`src/rtl/setpoint_ramp_cfg.sv`:
```
// rtl/setpoint_ramp_cfg.sv - setpoint command decode with per-axis slew-limited ramp
// Optional SETTLE_ACK_EN: posack for channel writes is delayed until the written channel(s) settle.
module setpoint_ramp_cfg #(
    parameter int           NUM_CH   = 3,
    parameter int           DW       = 16,
    parameter logic [DW-1:0] STEP    = 16'h0010,
    parameter int           TICK_DIV = 1024,
    parameter logic [7:0]   CMD_BASE = 8'h02,
    parameter logic [7:0]   CMD_ZERO = 8'h0F
) (
    input  logic                 clk,
    input  logic                 rst,
    input  logic                 cmd_rdy,
    input  logic [7:0]           cmd,
    input  logic [DW-1:0]        data,
    output logic                 clr_cmd_rdy,
    output logic                 send_resp,
    output logic [7:0]           resp,
    output logic [NUM_CH*DW-1:0] tgt,
    output logic [NUM_CH*DW-1:0] d_sp,
    output logic [NUM_CH-1:0]    settled
);

    localparam logic [7:0]    RESP_ACK  = 8'hA5;
    localparam logic [7:0]    RESP_NACK = 8'hEE;
    localparam int            CW        = (TICK_DIV > 1) ? $clog2(TICK_DIV) : 1;
    localparam logic [CW-1:0] TICK_LAST = CW'(TICK_DIV - 1);

    typedef enum logic [1:0] {
        ST_IDLE   = 2'd0,
        ST_DECODE = 2'd1,
        ST_ACK    = 2'd2
`ifdef SETTLE_ACK_EN
        , ST_WAIT = 2'd3
`endif
    } state_t;

    state_t          state;
    logic [DW-1:0]   tgt_r  [NUM_CH];
    logic [DW-1:0]   d_sp_r [NUM_CH];
    logic [CW-1:0]   tick_cnt;
    logic            tick;
    logic [NUM_CH-1:0] sel_mask;
    logic            is_zero;
    logic            cmd_valid;
`ifdef SETTLE_ACK_EN
    logic [NUM_CH-1:0] wait_mask;
`endif

    assign tick = (tick_cnt == TICK_LAST);

    always_comb begin
        sel_mask = '0;
        for (int i = 0; i < NUM_CH; i++) begin
            if (cmd == CMD_BASE + 8'(i)) sel_mask[i] = 1'b1;
        end
        is_zero   = (cmd == CMD_ZERO);
        cmd_valid = is_zero | (|sel_mask);
    end

    // Difference is taken one bit wider so full-scale swings (0x7FFF <-> 0x8000) cannot wrap.
    function automatic logic [DW-1:0] ramp_next(input logic [DW-1:0] cur, input logic [DW-1:0] goal);
        logic [DW:0]   diff;
        logic [DW:0]   mag;
        logic [DW-1:0] nxt;
        diff = {goal[DW-1], goal} - {cur[DW-1], cur};
        mag  = diff[DW] ? (~diff + 1'b1) : diff;
        if (mag <= {1'b0, STEP})
            nxt = goal;
        else if (diff[DW])
            nxt = cur - STEP;
        else
            nxt = cur + STEP;
        return nxt;
    endfunction

    always_ff @(posedge clk) begin
        if (rst) begin
            tick_cnt <= '0;
            settled  <= '1;
            for (int i = 0; i < NUM_CH; i++) d_sp_r[i] <= '0;
        end else begin
            tick_cnt <= tick ? '0 : tick_cnt + 1'b1;
            for (int i = 0; i < NUM_CH; i++) begin
                if (tick) d_sp_r[i] <= ramp_next(d_sp_r[i], tgt_r[i]);
                settled[i] <= (d_sp_r[i] == tgt_r[i]);
            end
        end
    end

    always_ff @(posedge clk) begin
        if (rst) begin
            state       <= ST_IDLE;
            clr_cmd_rdy <= 1'b0;
            send_resp   <= 1'b0;
            resp        <= 8'h00;
            for (int i = 0; i < NUM_CH; i++) tgt_r[i] <= '0;
`ifdef SETTLE_ACK_EN
            wait_mask   <= '0;
`endif
        end else begin
            clr_cmd_rdy <= 1'b0;
            send_resp   <= 1'b0;
            case (state)
                ST_IDLE: begin
                    if (cmd_rdy) begin
                        state       <= ST_DECODE;
                        clr_cmd_rdy <= 1'b1;
                    end
                end
                ST_DECODE: begin
                    state <= ST_ACK;
                    for (int i = 0; i < NUM_CH; i++) begin
                        if (is_zero)
                            tgt_r[i] <= '0;
                        else if (sel_mask[i])
                            tgt_r[i] <= data;
                    end
`ifdef SETTLE_ACK_EN
                    if (cmd_valid) begin
                        wait_mask <= is_zero ? {NUM_CH{1'b1}} : sel_mask;
                    end else begin
                        send_resp <= 1'b1;
                        resp      <= RESP_NACK;
                    end
`else
                    send_resp <= 1'b1;
                    resp      <= cmd_valid ? RESP_ACK : RESP_NACK;
`endif
                end
                ST_ACK: begin
`ifdef SETTLE_ACK_EN
                    state <= (|wait_mask) ? ST_WAIT : ST_IDLE;
`else
                    state <= ST_IDLE;
`endif
                end
`ifdef SETTLE_ACK_EN
                // settled is already one cycle behind tgt, so it is valid from the first WAIT cycle.
                ST_WAIT: begin
                    if ((settled & wait_mask) == wait_mask) begin
                        send_resp <= 1'b1;
                        resp      <= RESP_ACK;
                        wait_mask <= '0;
                        state     <= ST_ACK;
                    end
                end
`endif
                default: state <= ST_IDLE;
            endcase
        end
    end

    for (genvar g = 0; g < NUM_CH; g++) begin : g_pack
        assign tgt[g*DW +: DW]  = tgt_r[g];
        assign d_sp[g*DW +: DW] = d_sp_r[g];
    end

endmodule

```
`config.mk`:
```
export PLATFORM = sky130hd
export DESIGN_NAME = setpoint_ramp_cfg
export DESIGN_NICKNAME = d
export VERILOG_FILES = /design/src/rtl/setpoint_ramp_cfg.sv
export SDC_FILE = /design/constraint.sdc
export NUM_CORES = 1
export LEC_CHECK = 0
export BUFFER_PORTS_ARGS = -buffer_cell sky130_fd_sc_hd__buf_2
export CORE_MARGIN = 5
export CORE_UTILIZATION = 50
export DETAILED_ROUTE_END_ITERATION = 8
export GPL_TIMING_DRIVEN = 0
export PLACE_DENSITY = 0.71
export SLEW_MARGIN = 30
export SYNTH_ARGS = -nofsm -noshare
export SYNTH_HDL_FRONTEND = slang
export SYNTH_SLANG_ARGS = --single-unit
```
`constraint.sdc`:
```
create_clock -name clk -period 4.7 [get_ports clk]
set_input_delay 0.94 -clock clk [delete_from_list [all_inputs] [get_ports clk]]
set_output_delay 0.94 -clock clk [all_outputs]
set_load 0.02 [all_outputs]
```
==> Yosys cells after proc, flatten, opt, wreduce, memory -nomap -nowiden <==
Memories as Yosys holds them, arrays and structs flattened.
Index checks and enable logic that the tools add are counted.
{ "word_totals": {"ff_bits": 25, "mem_bits_rw": 96, "input_bits": 27, "out_inout_bits": 109, "elab_cells": 108, "n_memories": 2} }
{ "memory_table": {"columns": ["memory", "depth", "word_bits", "read_ports", "rd_ports_with_merged_regs", "wr", "line", "source"], "rows": [
  ["d_sp_r", 3, 16, 3, 0, 3, "40", "logic [DW-1:0] d_sp_r [NUM_CH];"],
  ["tgt_r", 3, 16, 3, 0, 3, "39", "logic [DW-1:0] tgt_r [NUM_CH];"]
]} }
{ "classes": {"add_sub_neg": 13, "magnitude_cmp": 3, "n_eq_ne": 10, "muxes": 56, "bitwise_logic": 14, "n_reduce_logical": 4} }
{ "op_table": {"columns": ["op", "count"], "rows": [
  ["$mux 16", 21],
  ["$add 17x1->17 const B", 3],
  ["$le 17x5->1 const B", 3],
  ["$mux 17", 3],
  ["$not 17->17", 3],
  ["$sub 16x16->17", 3],
  ["$add 16x5->16 const B", 3],
  ["$eq 16x16->1", 3],
  ["$sub 16x5->16 const B", 3],
  ["$mux 1", 29],
  ["$eq 8x2->1 const B", 2],
  ["$add 10x1->10 const B", 1],
  ["$eq 10x10->1 const B", 1],
  ["$or 1x1->1", 10],
  ["$eq 8x3->1 const B", 1],
  ["$eq 8x4->1 const B", 1],
  ["$mux 7", 1],
  ["$pmux 2 s2", 1],
  ["$reduce_or 2->1", 2],
  ["$reduce_or 3->1", 1],
  ["$eq 2x1->1 const B", 1],
  ["$logic_not 2->1", 1],
  ["$mux 2", 1],
  ["$ne 2x2->1 const B", 1],
  ["$not 1->1", 1]
]} }

==> Longest topological paths before layout <==
{ "logic_depth": {"ltp_word": 9, "depth_mapped": 21, "ltp_nobuf": 20} }

==> Worst setup path after synthesis <==
OpenSTA, ideal clock, no wires.
{ "synth_path": {"path_kind": "reg-to-reg", "startpoint": "mem tgt_r[0][0]", "endpoint": "mem d_sp_r[0][14] (data pin)", "setup_time_ns": 0.263, "t_arrival_ns": 4.291, "slack_ns": 0.146, "stages_incl_launch_ff": 20, "period_less_slack_ns": 4.554, "cell_sequence": "edfxtp_1 -> inv_1 -> ha_1 -> fa_1 -> nor2b_1 -> o31a_1 -> o211ai_1 -> a32oi_1 -> inv_1 -> fa_1 -> a21o_1 -> a21oi_1 -> o21bai_1 -> a21oi_1 -> o21bai_1 -> a21oi_1 -> o21bai_1 -> a21oi_1 -> xor2_1 -> o31ai_1"} }
{ "synth_rtl": {"columns": ["item", "line"], "rows": [
  ["from (decl)", "39"],
  ["to (decl)", "40"]
]} }

==> impl_metrics.ini <==
[yosys]
yosys-top-cells-area = edfxtp_1 (27%), ha_1 (9.6%), a21oi_1 (4.1%), dfxtp_1 (3.7%), and2_1 (3.3%)
yosys_warnings = 0
synthCells = 1225
ys_types = 97
synthTopCellsByCount = edfxtp_1 (96), nand2_1 (93), inv_1 (92)
synth_compound_area_share_pct = 23.2
syn_avg_cell_area_sq_um = 8.72
synthSimpleGateAreaFrac_pct = 22.2
muxShareOfSynthArea_pct = 3.01
synth_top_area_share_pct = 27.0
synth-edff-count = 96
yosysTopAreaCell = edfxtp_1
synthAdderAreaFrac_pct = 10.7
ys_seq_elements = 116
syn_nets = 1340
async_flop_share_pct = 0
yosysSeqAreaShare_pct = 30.7
synth_xor_xnor_area_share_pct = 4.84
synth_top_family_by_area = compound AO/OA/AOI/OAI gates
synth_most_common_cell = edfxtp_1
ys.flop_type = edfxtp_1
synth_area_sq_um = 10700

[clock_tree]
clk_latency_ns = 0.42
cts-buffers-inserted = 17
cts_max_path_buffers = 2
cts_sinks = 116
cts_tree = done
path_clk_slew_ns = 0.06
clockRootBuffer = clkbuf_16
htreeDepth = 4

[power_and_ir_drop]
ir_drop_uv = 321
power_leakage_nw = 5.34
swShare_pct = 31.6
p_sw_mw = 1.10
p_int_mw = 2.40
clock_power_share_pct = 38.8
power.density_nw_per_um2 = 276
comb_power_share_pct = 27.3
seq_power_share_pct = 33.9
totalPowerFinal_mw = 3.50

[drt]
finalWirelength_um = 31600
via_per_inst = 6.07
dr.pass1.iters = 5
remaining_drc_errors = 0
ant_nets = 0
routedWlPerCell_um = 18.8
vias = 10200
initialDrtViolationCount = 767

[setup_path]
path_max_fanout = 4
startpoint = tgt_r[0][0]
crit_cells = 19
r2r-start = tgt_r[0][0]
cp-start-kind = flip-flop
rr_endpoint = d_sp_r[0][14]
critPathCapture = d_sp_r[0][14]
critPathArrivalTime_ns = 4.70
worstRegToRegCells = 19
cp_common_cell = o21bai_1
worstPathRequired_ns = 4.86
crit_family = compound AO/OA/AOI/OAI gates
critPathSlowestCell = fa_1
crit_chain = inv_1, ha_1, fa_2, nor2b_2, o31a_1, o211ai_1, a32oi_4, clkinvlp_4, fa_1, a21o_1, a21oi_1, o21bai_1, a21oi_2, o21bai_1, a21oi_2, o21bai_1, a21oi_1, xor2_1, o31ai_1
slowest_delay_ns = 0.43
cp-end-kind = flip-flop
r2r_setup_slack_ns = 0.16
crit_buf_inv = 2
critPathKind = flip-flop to flip-flop

[place]
place_congestion = 0.934
port-buffer-count = 134
dp_hpwl_um = 24000
place_ws_ns = -0.766

[layout]
fin_util_pct = 60.3
drive_gt1_share_pct = 19.7
antennaDiodeCount = 0
fin_nets = 1508
area_growth_pct = 18.5

[grt]
antenna_found_initial = 2
grt_max_degree = 25
top_usage_layer = met2
first_global_vias = 9394
use_met2_pct = 40.9
gr-usage-met3_pct = 4.85
grt-ovfl-total = 0
grt.total_usage_pct = 25.0
grt_pass1_wl_um = 49000
grtUsageMet1_pct = 33.4

[sta]
finClkSkew_ns = 0.00948
fin_crit_sh_pct = 96.6
slew_viol_final = 0
fin_ws_ns = 0.161
slew-limit-headroom_pct = 43.6
finalHoldViolCount = 0
finalSetupViolCount = 0
max_slew.worst_pin.slew_ns = 0.847
fmax_mhz = 220
fin_crit_ns = 4.54

[flow_run]
max_cap_viol_count = 0

[die]
initial_core_util_pct = 50.8
io_pins = 136
die_area_sq_um = 24400
core_area_sq_um = 21000
row_count = 53
die_w_um = 156
die_h_um = 156

[hold_path]
worstHoldPathType = flip-flop to flip-flop

[run_status]
status = complete, no violations
==> cells by family after synthesis <==
group / count (synthesis)
simple gates: 442
compound gates: 347
buf+inv: 140
flops: 116
fa+ha+maj: 88
xor+xnor: 59
mux: 32
other cells: 1
==> metrics by stage <==
step	instances	setup TNS (ns)	hold WS, ns	instance area [sq um]
finish	1681	0	0.473	12700
global route	1681	-0.0155	0.503	12700
CTS	1673	0	0.479	12500
detailed placement	1636	-6.09	0.466	11700
global placement	1634	-4.81	0.446	11700
floorplan	1225	0	0.430	10700
==> metal layers <==
metal	vias to the layer above	part of all wire, %	routed length [um]
li1	4927	-	-
met1	4831	44	13900
met2	381	46	14600
met3	65	6.9	2200
met4	2	3.0	935
met5	-	0.041	13
==> cell type report <==
class / instances / area, sq um
Fill cell: 1818 / 8360
Buffer: 47 / 240
Inverter: 92 / 349
Multi-Input combinational cell: 969 / 7020
Clock inverter: 4 / 25.0
Tap cell: 275 / 344
Sequential cell: 116 / 3280
Timing Repair Buffer: 150 / 805
Clock buffer: 28 / 603
==> layout by cell type, fill, tap and decap left out, types with 6 or more instances in the layout <==
cell type and n:
dfxtp_1 20, a21oi_2 13, nand4_1 15, a21o_1 30, a31oi_1 6, o31ai_1 7, xor2_1 20, and3_1 15
xnor2_1 39, nand2b_1 13, o21bai_1 14, nor4_1 6, mux2i_1 31, nor2b_1 15, inv_1 91, a21oi_1 71
nor2_1 75, clkbuf_16 22, o211ai_1 12, o21a_1 18, a211oi_1 15, or3_1 18, ha_1 80, or2_2 10
and2_1 57, nand3_1 45, o2111ai_1 8, buf_4 18, clkbuf_1 30, edfxtp_1 96, nand2_1 93, buf_2 142
nor3_1 35, o211a_1 6, a2111oi_0 6, nor4b_1 7, o21ai_0 48
==> power groups by stage <==
stage	Sequential [mW]	Combinational [mW]	Clock, mW
3_5_place_dp	1.21	0.887	0
3_3_place_gp	1.21	0.864	0
6_report	1.19	0.955	1.36
5_1_grt	1.19	1.04	1.42
4_1_cts	1.19	0.913	1.37
2_1_floorplan	1.23	0.643	0
==> how the worst min path moves through the flow <==
| stage | start | end | slack, ns | depth (start not counted) |
|---|---|---|---|---|
| floorplan | tick_cnt[0] | tick_cnt[0] | 0.43 | 1 |
| global placement | tick_cnt[0] | tick_cnt[0] | 0.45 | 1 |
| detailed placement | state[1] | state[0] | 0.47 | 1 |
| CTS | state[0] | clr_cmd_rdy | 0.48 | 1 |
| global route | state[1] | clr_cmd_rdy | 0.50 | 1 |
| finish | state[0] | state[0] | 0.47 | 1 |
==> worst register-to-register path, cell delays in order (launching register included) <==
cell,delay (ns)
edfxtp_1,0.40
inv_1,0.08
ha_1,0.23
fa_2,0.39
nor2b_2,0.17
o31a_1,0.28
o211ai_1,0.21
a32oi_4,0.36
clkinvlp_4,0.22
fa_1,0.43
a21o_1,0.18
a21oi_1,0.21
o21bai_1,0.12
a21oi_2,0.18
o21bai_1,0.11
a21oi_2,0.19
o21bai_1,0.09
a21oi_1,0.19
xor2_1,0.17
o31ai_1,0.08
==> sequential cells by signal (all words and copies together) (netlist names) <==
name and cells:
send_resp 1, clr_cmd_rdy 1, settled 3, state 2, tgt_r 48, d_sp_r 48, tick_cnt 10, resp 3
==> repair_timing <==
item / CTS / global route
hold buffers: 0 / 0
gates cloned: 1 / 0
hold endpoints to repair: 0 / 0
setup endpoints to repair: 27 / 27
resized for setup: 13 / 36
setup buffers: 5 / 8
pin swaps: 5 / 6
Note: power is estimated with default switching activity, not from simulation.
